## src/rtl/rv32imf_pkg.sv

```systemverilog
// Shared types and defaults for the rv32imf clock-gating controller.
package rv32imf_pkg;

  localparam int unsigned CG_IDLE_CYCLES_DEFAULT = 4;
  localparam int unsigned CG_NUM_WAKE_DEFAULT    = 4;

  typedef enum logic [1:0] {
    CG_RUN   = 2'd0,
    CG_DRAIN = 2'd1,
    CG_HOLD  = 2'd2,
    CG_SLEEP = 2'd3
  } cg_state_e;

endpackage

```

## src/rtl/rv32imf_clock_gate.sv

```systemverilog
// Glitch-free clock gate: the enable is registered on the rising edge, then
// re-timed on the falling edge so it only changes while clk_i is low.
module rv32imf_clock_gate (
  input  logic clk_i,
  input  logic rst_i,
  input  logic en_i,
  output logic clk_o
);

  logic en_d, en_q;
  logic en_neg_d, en_neg_q;

  // Next-value selection for both enable stages.
  always_comb begin
    en_d     = en_i;
    en_neg_d = en_q;
  end

  // Rising-edge enable register; reset keeps the clock running.
  always_ff @(posedge clk_i or posedge rst_i) begin
    if (rst_i) en_q <= 1'b1;
    else       en_q <= en_d;
  end

  // Falling-edge stage so the AND below never sees an enable change while clk_i is high.
  always_ff @(negedge clk_i or posedge rst_i) begin
    if (rst_i) en_neg_q <= 1'b1;
    else       en_neg_q <= en_neg_d;
  end

  assign clk_o = clk_i & en_neg_q;

endmodule

```

## src/rtl/rv32imf_clk_gate_ctrl.sv

```systemverilog
// Core clock-gating controller: RUN -> DRAIN -> HOLD -> SLEEP sequencing on the
// ungated clock, wake-cause latching and a gated clock output.
// Optional sleep-cycle statistics counter: define RV32IMF_CLK_GATE_STATS_EN.
import rv32imf_pkg::*;

module rv32imf_clk_gate_ctrl #(
  parameter int unsigned IDLE_CYCLES = CG_IDLE_CYCLES_DEFAULT,
  parameter int unsigned NUM_WAKE    = CG_NUM_WAKE_DEFAULT
) (
  input  logic                clk_i,
  input  logic                rst_i,
  input  logic                sleep_req_i,
  input  logic                core_busy_i,
  input  logic [NUM_WAKE-1:0] wake_i,
  input  logic [NUM_WAKE-1:0] wake_mask_i,
  input  logic                force_on_i,
  output logic                clk_en_o,
  output logic                clk_gated_o,
  output logic                sleep_ack_o,
  output logic [NUM_WAKE-1:0] wake_src_o,
  output logic [1:0]          state_o,
  output logic [31:0]         sleep_cnt_o
);

  localparam logic [7:0] HOLD_LOAD = 8'(IDLE_CYCLES - 1);

  cg_state_e           state_d, state_q;
  logic [7:0]          hold_cnt_d, hold_cnt_q;
  logic                clk_en_d, clk_en_q;
  logic [NUM_WAKE-1:0] wake_src_d, wake_src_q;
  logic [NUM_WAKE-1:0] wake_hit, wake_first;
  logic                wake_any, abort;

  // Wake qualification; x & -x isolates the lowest asserted source.
  always_comb begin
    wake_hit   = wake_i & wake_mask_i;
    wake_first = wake_hit & (~wake_hit + NUM_WAKE'(1));
    wake_any   = (|wake_hit) | force_on_i;
    abort      = wake_any | ~sleep_req_i;
  end

  // Next-state, hold counter and wake-cause capture.
  always_comb begin
    state_d    = state_q;
    hold_cnt_d = hold_cnt_q;
    wake_src_d = wake_src_q;
    clk_en_d   = (state_q != CG_SLEEP);
    unique case (state_q)
      CG_RUN: begin
        if (sleep_req_i && !wake_any) state_d = CG_DRAIN;
      end
      CG_DRAIN: begin
        if (abort) begin
          state_d = CG_RUN;
        end else if (!core_busy_i) begin
          state_d    = CG_HOLD;
          hold_cnt_d = HOLD_LOAD;
        end
      end
      CG_HOLD: begin
        if (abort)                    state_d    = CG_RUN;
        else if (hold_cnt_q == '0)    state_d    = CG_SLEEP;
        else                          hold_cnt_d = hold_cnt_q - 8'd1;
      end
      CG_SLEEP: begin
        if (wake_any) begin
          state_d    = CG_RUN;
          wake_src_d = wake_first;
        end
      end
      default: state_d = CG_RUN;
    endcase
  end

  // Controller state registers on the free-running clock.
  always_ff @(posedge clk_i or posedge rst_i) begin
    if (rst_i) begin
      state_q    <= CG_RUN;
      hold_cnt_q <= '0;
      clk_en_q   <= 1'b1;
      wake_src_q <= '0;
    end else begin
      state_q    <= state_d;
      hold_cnt_q <= hold_cnt_d;
      clk_en_q   <= clk_en_d;
      wake_src_q <= wake_src_d;
    end
  end

`ifdef RV32IMF_CLK_GATE_STATS_EN
  logic [31:0] sleep_cnt_d, sleep_cnt_q;

  // Saturating count of cycles spent in SLEEP.
  always_comb begin
    sleep_cnt_d = sleep_cnt_q;
    if (state_q == CG_SLEEP && sleep_cnt_q != '1) sleep_cnt_d = sleep_cnt_q + 32'd1;
  end

  // Statistics register.
  always_ff @(posedge clk_i or posedge rst_i) begin
    if (rst_i) sleep_cnt_q <= '0;
    else       sleep_cnt_q <= sleep_cnt_d;
  end

  assign sleep_cnt_o = sleep_cnt_q;
`else
  assign sleep_cnt_o = '0;
`endif

  assign clk_en_o    = clk_en_q;
  assign sleep_ack_o = (state_q == CG_SLEEP);
  assign wake_src_o  = wake_src_q;
  assign state_o     = state_q;

  rv32imf_clock_gate u_clock_gate (
    .clk_i (clk_i),
    .rst_i (rst_i),
    .en_i  (clk_en_q),
    .clk_o (clk_gated_o)
  );

endmodule

```

## config.mk

```make
export PLATFORM = sky130hd
export DESIGN_NAME = rv32imf_clk_gate_ctrl
export DESIGN_NICKNAME = d
export VERILOG_FILES = /design/src/rtl/rv32imf_pkg.sv /design/src/rtl/rv32imf_clock_gate.sv /design/src/rtl/rv32imf_clk_gate_ctrl.sv
export SDC_FILE = /design/constraint.sdc
export NUM_CORES = 1
export LEC_CHECK = 0
export CAP_MARGIN = 20
export CORE_UTILIZATION = 41
export DETAILED_ROUTE_END_ITERATION = 8
export PLACE_DENSITY_LB_ADDON = 0.1
export SETUP_SLACK_MARGIN = 0.1
export SYNTH_ARGS = -nofsm -noshare
export SYNTH_HDL_FRONTEND = slang
export SYNTH_SLANG_ARGS = --single-unit
```

## constraint.sdc

```tcl
create_clock -name clk_i -period 2.4 [get_ports clk_i]
set_input_delay 0.36 -clock clk_i [delete_from_list [all_inputs] [get_ports clk_i]]
set_output_delay 0.36 -clock clk_i [all_outputs]
set_load 0.01 [all_outputs]
```

After elaboration in Yosys (flattened, before gate mapping) --
Index checks and enable logic that the tools add are counted.
Storage, ports and cells: bits in registers 17, bits of input ports 13, output and inout bits 41, word-level logic and storage cells 48
Cells by class: add/subtract/negate cells 2, equal/unequal tests 12, muxes and demuxes 12, bitwise logic cells 7, reduce and logical (&&, ||, !) cells 9
Operator list (count):
- 8-bit two-way mux | 4
- 8-bit case mux with 2 select lines | 1
- 2-bit two-way mux | 6
- 2-bit != test (second input constant) | 6
- 4-bit AND | 2
- 8-bit zero test | 1
- 2-bit case mux with 4 select lines | 1
- 8-bit by 1-bit subtractor with 8-bit output (second input constant) | 1
- 3-bit != test (second input constant) | 2
- 5-bit AND reduction | 1
- 4-bit by 1-bit adder with 4-bit output (second input constant) | 1
- 2-bit == test (second input constant) | 2
- 4-bit NOT | 1
- 4-bit AND reduction | 1
- 4-bit OR reduction | 1
- 2-bit by 1-bit == test with 1-bit output (second input constant) | 1
- 2-bit zero test | 1
- 2-bit by 1-bit != test with 1-bit output (second input constant) | 1
- 1-bit bitwise OR | 2
- 2-bit AND reduction | 1
- 2-bit nonzero test | 1
- 1-bit AND | 1
- 1-bit logical AND | 1
- 1-bit zero test | 1
- 1-bit NOT | 1

Logic depth before layout (Yosys ltp) --
depth after elaboration 7, gate-level depth with buffers 6, mapped depth without buffers 6

Modules after synthesis --
A second synthesis with hierarchy kept.
Second synthesis, totals: cell total of the unflattened synthesis 128, area total of the unflattened synthesis 1166.1 um2
Modules (own cells, without submodules):
- rv32imf_clk_gate_ctrl | instances 1, cells an instance 123, area each 1099.8 um2, sequential area each 376.6 um2
- rv32imf_clock_gate | instances 1, cells an instance 5, area each 66.3 um2, sequential area each 52.6 um2

==> flow_summary_export.csv <==
group,metric,value,unit
status,status,"finished with violations",
status,violations,"negative setup slack",
timing,fin_hold_ws,0.281,ns
power,powerDensity,507,nW/um^2
final_layout,area_delta_synth_final,15.2,%
run,maxCapViolCount,0,
detailed_routing,drc,0,
detailed_routing,wl_met2,1000,um
floorplanning,num_rows,18,
floorplanning,die_x,54.8,um
timing,fin_ws,-0.333,ns
critical_path,reg2reg_slack,0.35,ns
logic_synthesis,synthCells,127,
global_routing,grt_first_pass_wirelength,3060,um
timing,fin_worst_skew,0.0566,ns
global_routing,grt_usage,15.1,%
final_layout,post-route-util,51.8,%
clock_network,clock_latency,0.45,ns
logic_synthesis,syn_avg_cell_area,9.00,um^2
final_layout,finalNetCount,170,
place,dp_hpwl,1620,um
detailed_routing,drtAntennaViolNets,0,
clock_network,clk_pin_slew,0.11,ns
detailed_routing,highest_layer,"met4",
critical_path,critPathMaxFanout,1,
floorplanning,core_area,2540,um^2
critical_path,crit_required,2.04,ns
place,dp_slack,-0.268,ns
global_routing,grt_max_degree,17,
detailed_routing,first_pass_iters,4,
clock_network,cts_tree,"built",
timing,rsz0062_at_grt,"yes",
global_routing,antenna_found_initial,0,
floorplanning,floorplan.initialDensity,44.9,%
hold_path,worstHoldPathType,"primary input to asynchronous set/reset pin",
detailed_routing,wl_met1,964,um
final_layout,diodes,0,
clock_network,cts_setup_buffers,0,
power,irDropWorstVdd,0.341,mV
detailed_routing,drt-initial-drc-count,17,
detailed_routing,totalWireLength,2100,um
timing,setup_tns,-0.333,ns
critical_path,path_class,"flop to primary output",
clock_network,postCtsHoldBufs,0,
logic_synthesis,synth_seq_cells,17,
final_layout,instances_no_fill,184,
place,gp_congestion,0.893,
place,port_buffers,21,
floorplanning,die_area,3000,um^2
detailed_routing,dr_wl_met3,114,um
critical_path,worst_ep_arrival_time,2.37,ns
timing,hold_viol,0,
logic_synthesis,ys_warn_count,0,
detailed_routing,routedWlPerCell,11.4,um
detailed_routing,routed_via_density,4.72,
floorplanning,ioPinCount,54,
timing,setup_viol,2,
global_routing,grt_pass1_vias,724,
power,power.leakage,0.644,nW
global_routing,gr-total-overflow,0,
logic_synthesis,post_synth_num_cell_types,34,
final_layout,final_cell_mix,"conb_1 (32), clkdlybuf4s50_1 (20), dfrtp_1 (14)",
critical_path,cp-start-kind,"flop",
logic_synthesis,yosysSeqAreaShare,37.5,%
place,post-place-cells,177,
critical_path,endpoint_kind,"primary output",
final_layout,drive_gt1_share,11.7,%
detailed_routing,vias,869,
floorplanning,die_h,54.8,um
critical_path,rr_worst_depth,6,
logic_synthesis,netlist_area,1140,um^2
timing,finalMaxSlewViolations,0,
final_layout,final_common_cell,"conb_1",
path summary, 6_finish.rpt:
check                                        endpoint                   from
worst max-delay path                      clk_gated_o  u_clock_gate.en_neg_q
worst max register to register          hold_cnt_q[1]          hold_cnt_q[0]
min in group clk_i              u_clock_gate.en_neg_d               clk_en_o
worst min register to register  u_clock_gate.en_neg_d               clk_en_o
worst min-delay path                    wake_src_o[1]                  rst_i
max in group asynchronous       u_clock_gate.en_neg_q                  rst_i
where the power goes:
group	switching, W	total (W)	leakage [nW]	internal (W)
logic	0.0000634	0.000106	0.380	0.0000422
registers	0.00000568	0.000298	0.224	0.000293
clock network	0.000126	0.000263	0.0393	0.000138
total	0.000195	0.000667	0.644	0.000473
kinds of logic after synthesis:
family | after synthesis | share of synthesized area (%)
other | 1 | 0.328
buffers and inverters | 43 | 24.8
adders and majority gates | 2 | 2.19
and+or+nand+nor | 31 | 14.1
DFF | 17 | 37.5
AOI/OAI and AO/OA | 31 | 18.7
muxes | 2 | 2.30
metal layers:
metal / GRT usage [%] / up-vias
met5: 0 / -
met4: 7.69 / 0
met3: 8.06 / 3
met2: 21.7 / 26
met1: 17.9 / 409
li1: - / 431
repair_timing:
action / in CTS / in global routing
resized for setup: 4 / 0
endpoints found under the setup margin: 2 / 2
gates cloned: 0 / 0
hold endpoints to repair: 0 / 0
flip-flops by register name (all words and copies together), names as in the netlist:
register               cells
hold_cnt_q                 8
wake_src_o                 4
state_o                    2
clk_en_o                   1
u_clock_gate.en_neg_d      1
u_clock_gate.en_neg_q      1
critical path: stages, from the launching register on:
cell,delay [ns]
dfstp_2,0.50
and2_1,0.10
buf_2,0.12
metrics by stage:
step	area [um^2]	power, W
after floorplan	1260	0.000433
after detailed placement	1270	0.000468
final	1320	0.000667
after CTS	1320	0.000681
after global routing	1320	0.000714
after global placement	1270	0.000466
synthesized netlist by cell type (all sizes together):
cell type | count | share of area [%]
a32o | 1 | 0.88
mux2 | 2 | 2.3
or3b | 1 | 0.77
nand4 | 2 | 1.1
nand3 | 1 | 0.44
a222oi | 1 | 0.88
nor3 | 6 | 2.6
o211a | 1 | 0.88
nand2b | 2 | 1.1
ha | 2 | 2.2
and2 | 2 | 1.1
dfrtp | 14 | 31
a21oi | 4 | 1.8
o22a | 1 | 0.77
nor2b | 2 | 1.1
o221ai | 1 | 0.77
and4 | 1 | 0.77
o21ai | 9 | 3.9
a22o | 2 | 1.6
buf | 34 | 22
dfstp | 3 | 6.9
nor2 | 3 | 0.98
a31oi | 6 | 3.3
a21o | 3 | 2.0
conb | 1 | 0.33
and3 | 1 | 0.55
o21a | 2 | 2.0
inv | 9 | 3.0
or4 | 1 | 0.66
nand2 | 9 | 3.0
area by class of cell:
class	count	area, um^2
clock buffer	7	50.0
clock inverter	2	8.76
fill	243	1230
inverter	8	30.0
multi-input combinational	98	547
sequential	17	429
tap	30	37.5
timing repair buffer	22	215
Note: power is estimated with default switching activity, not from simulation.
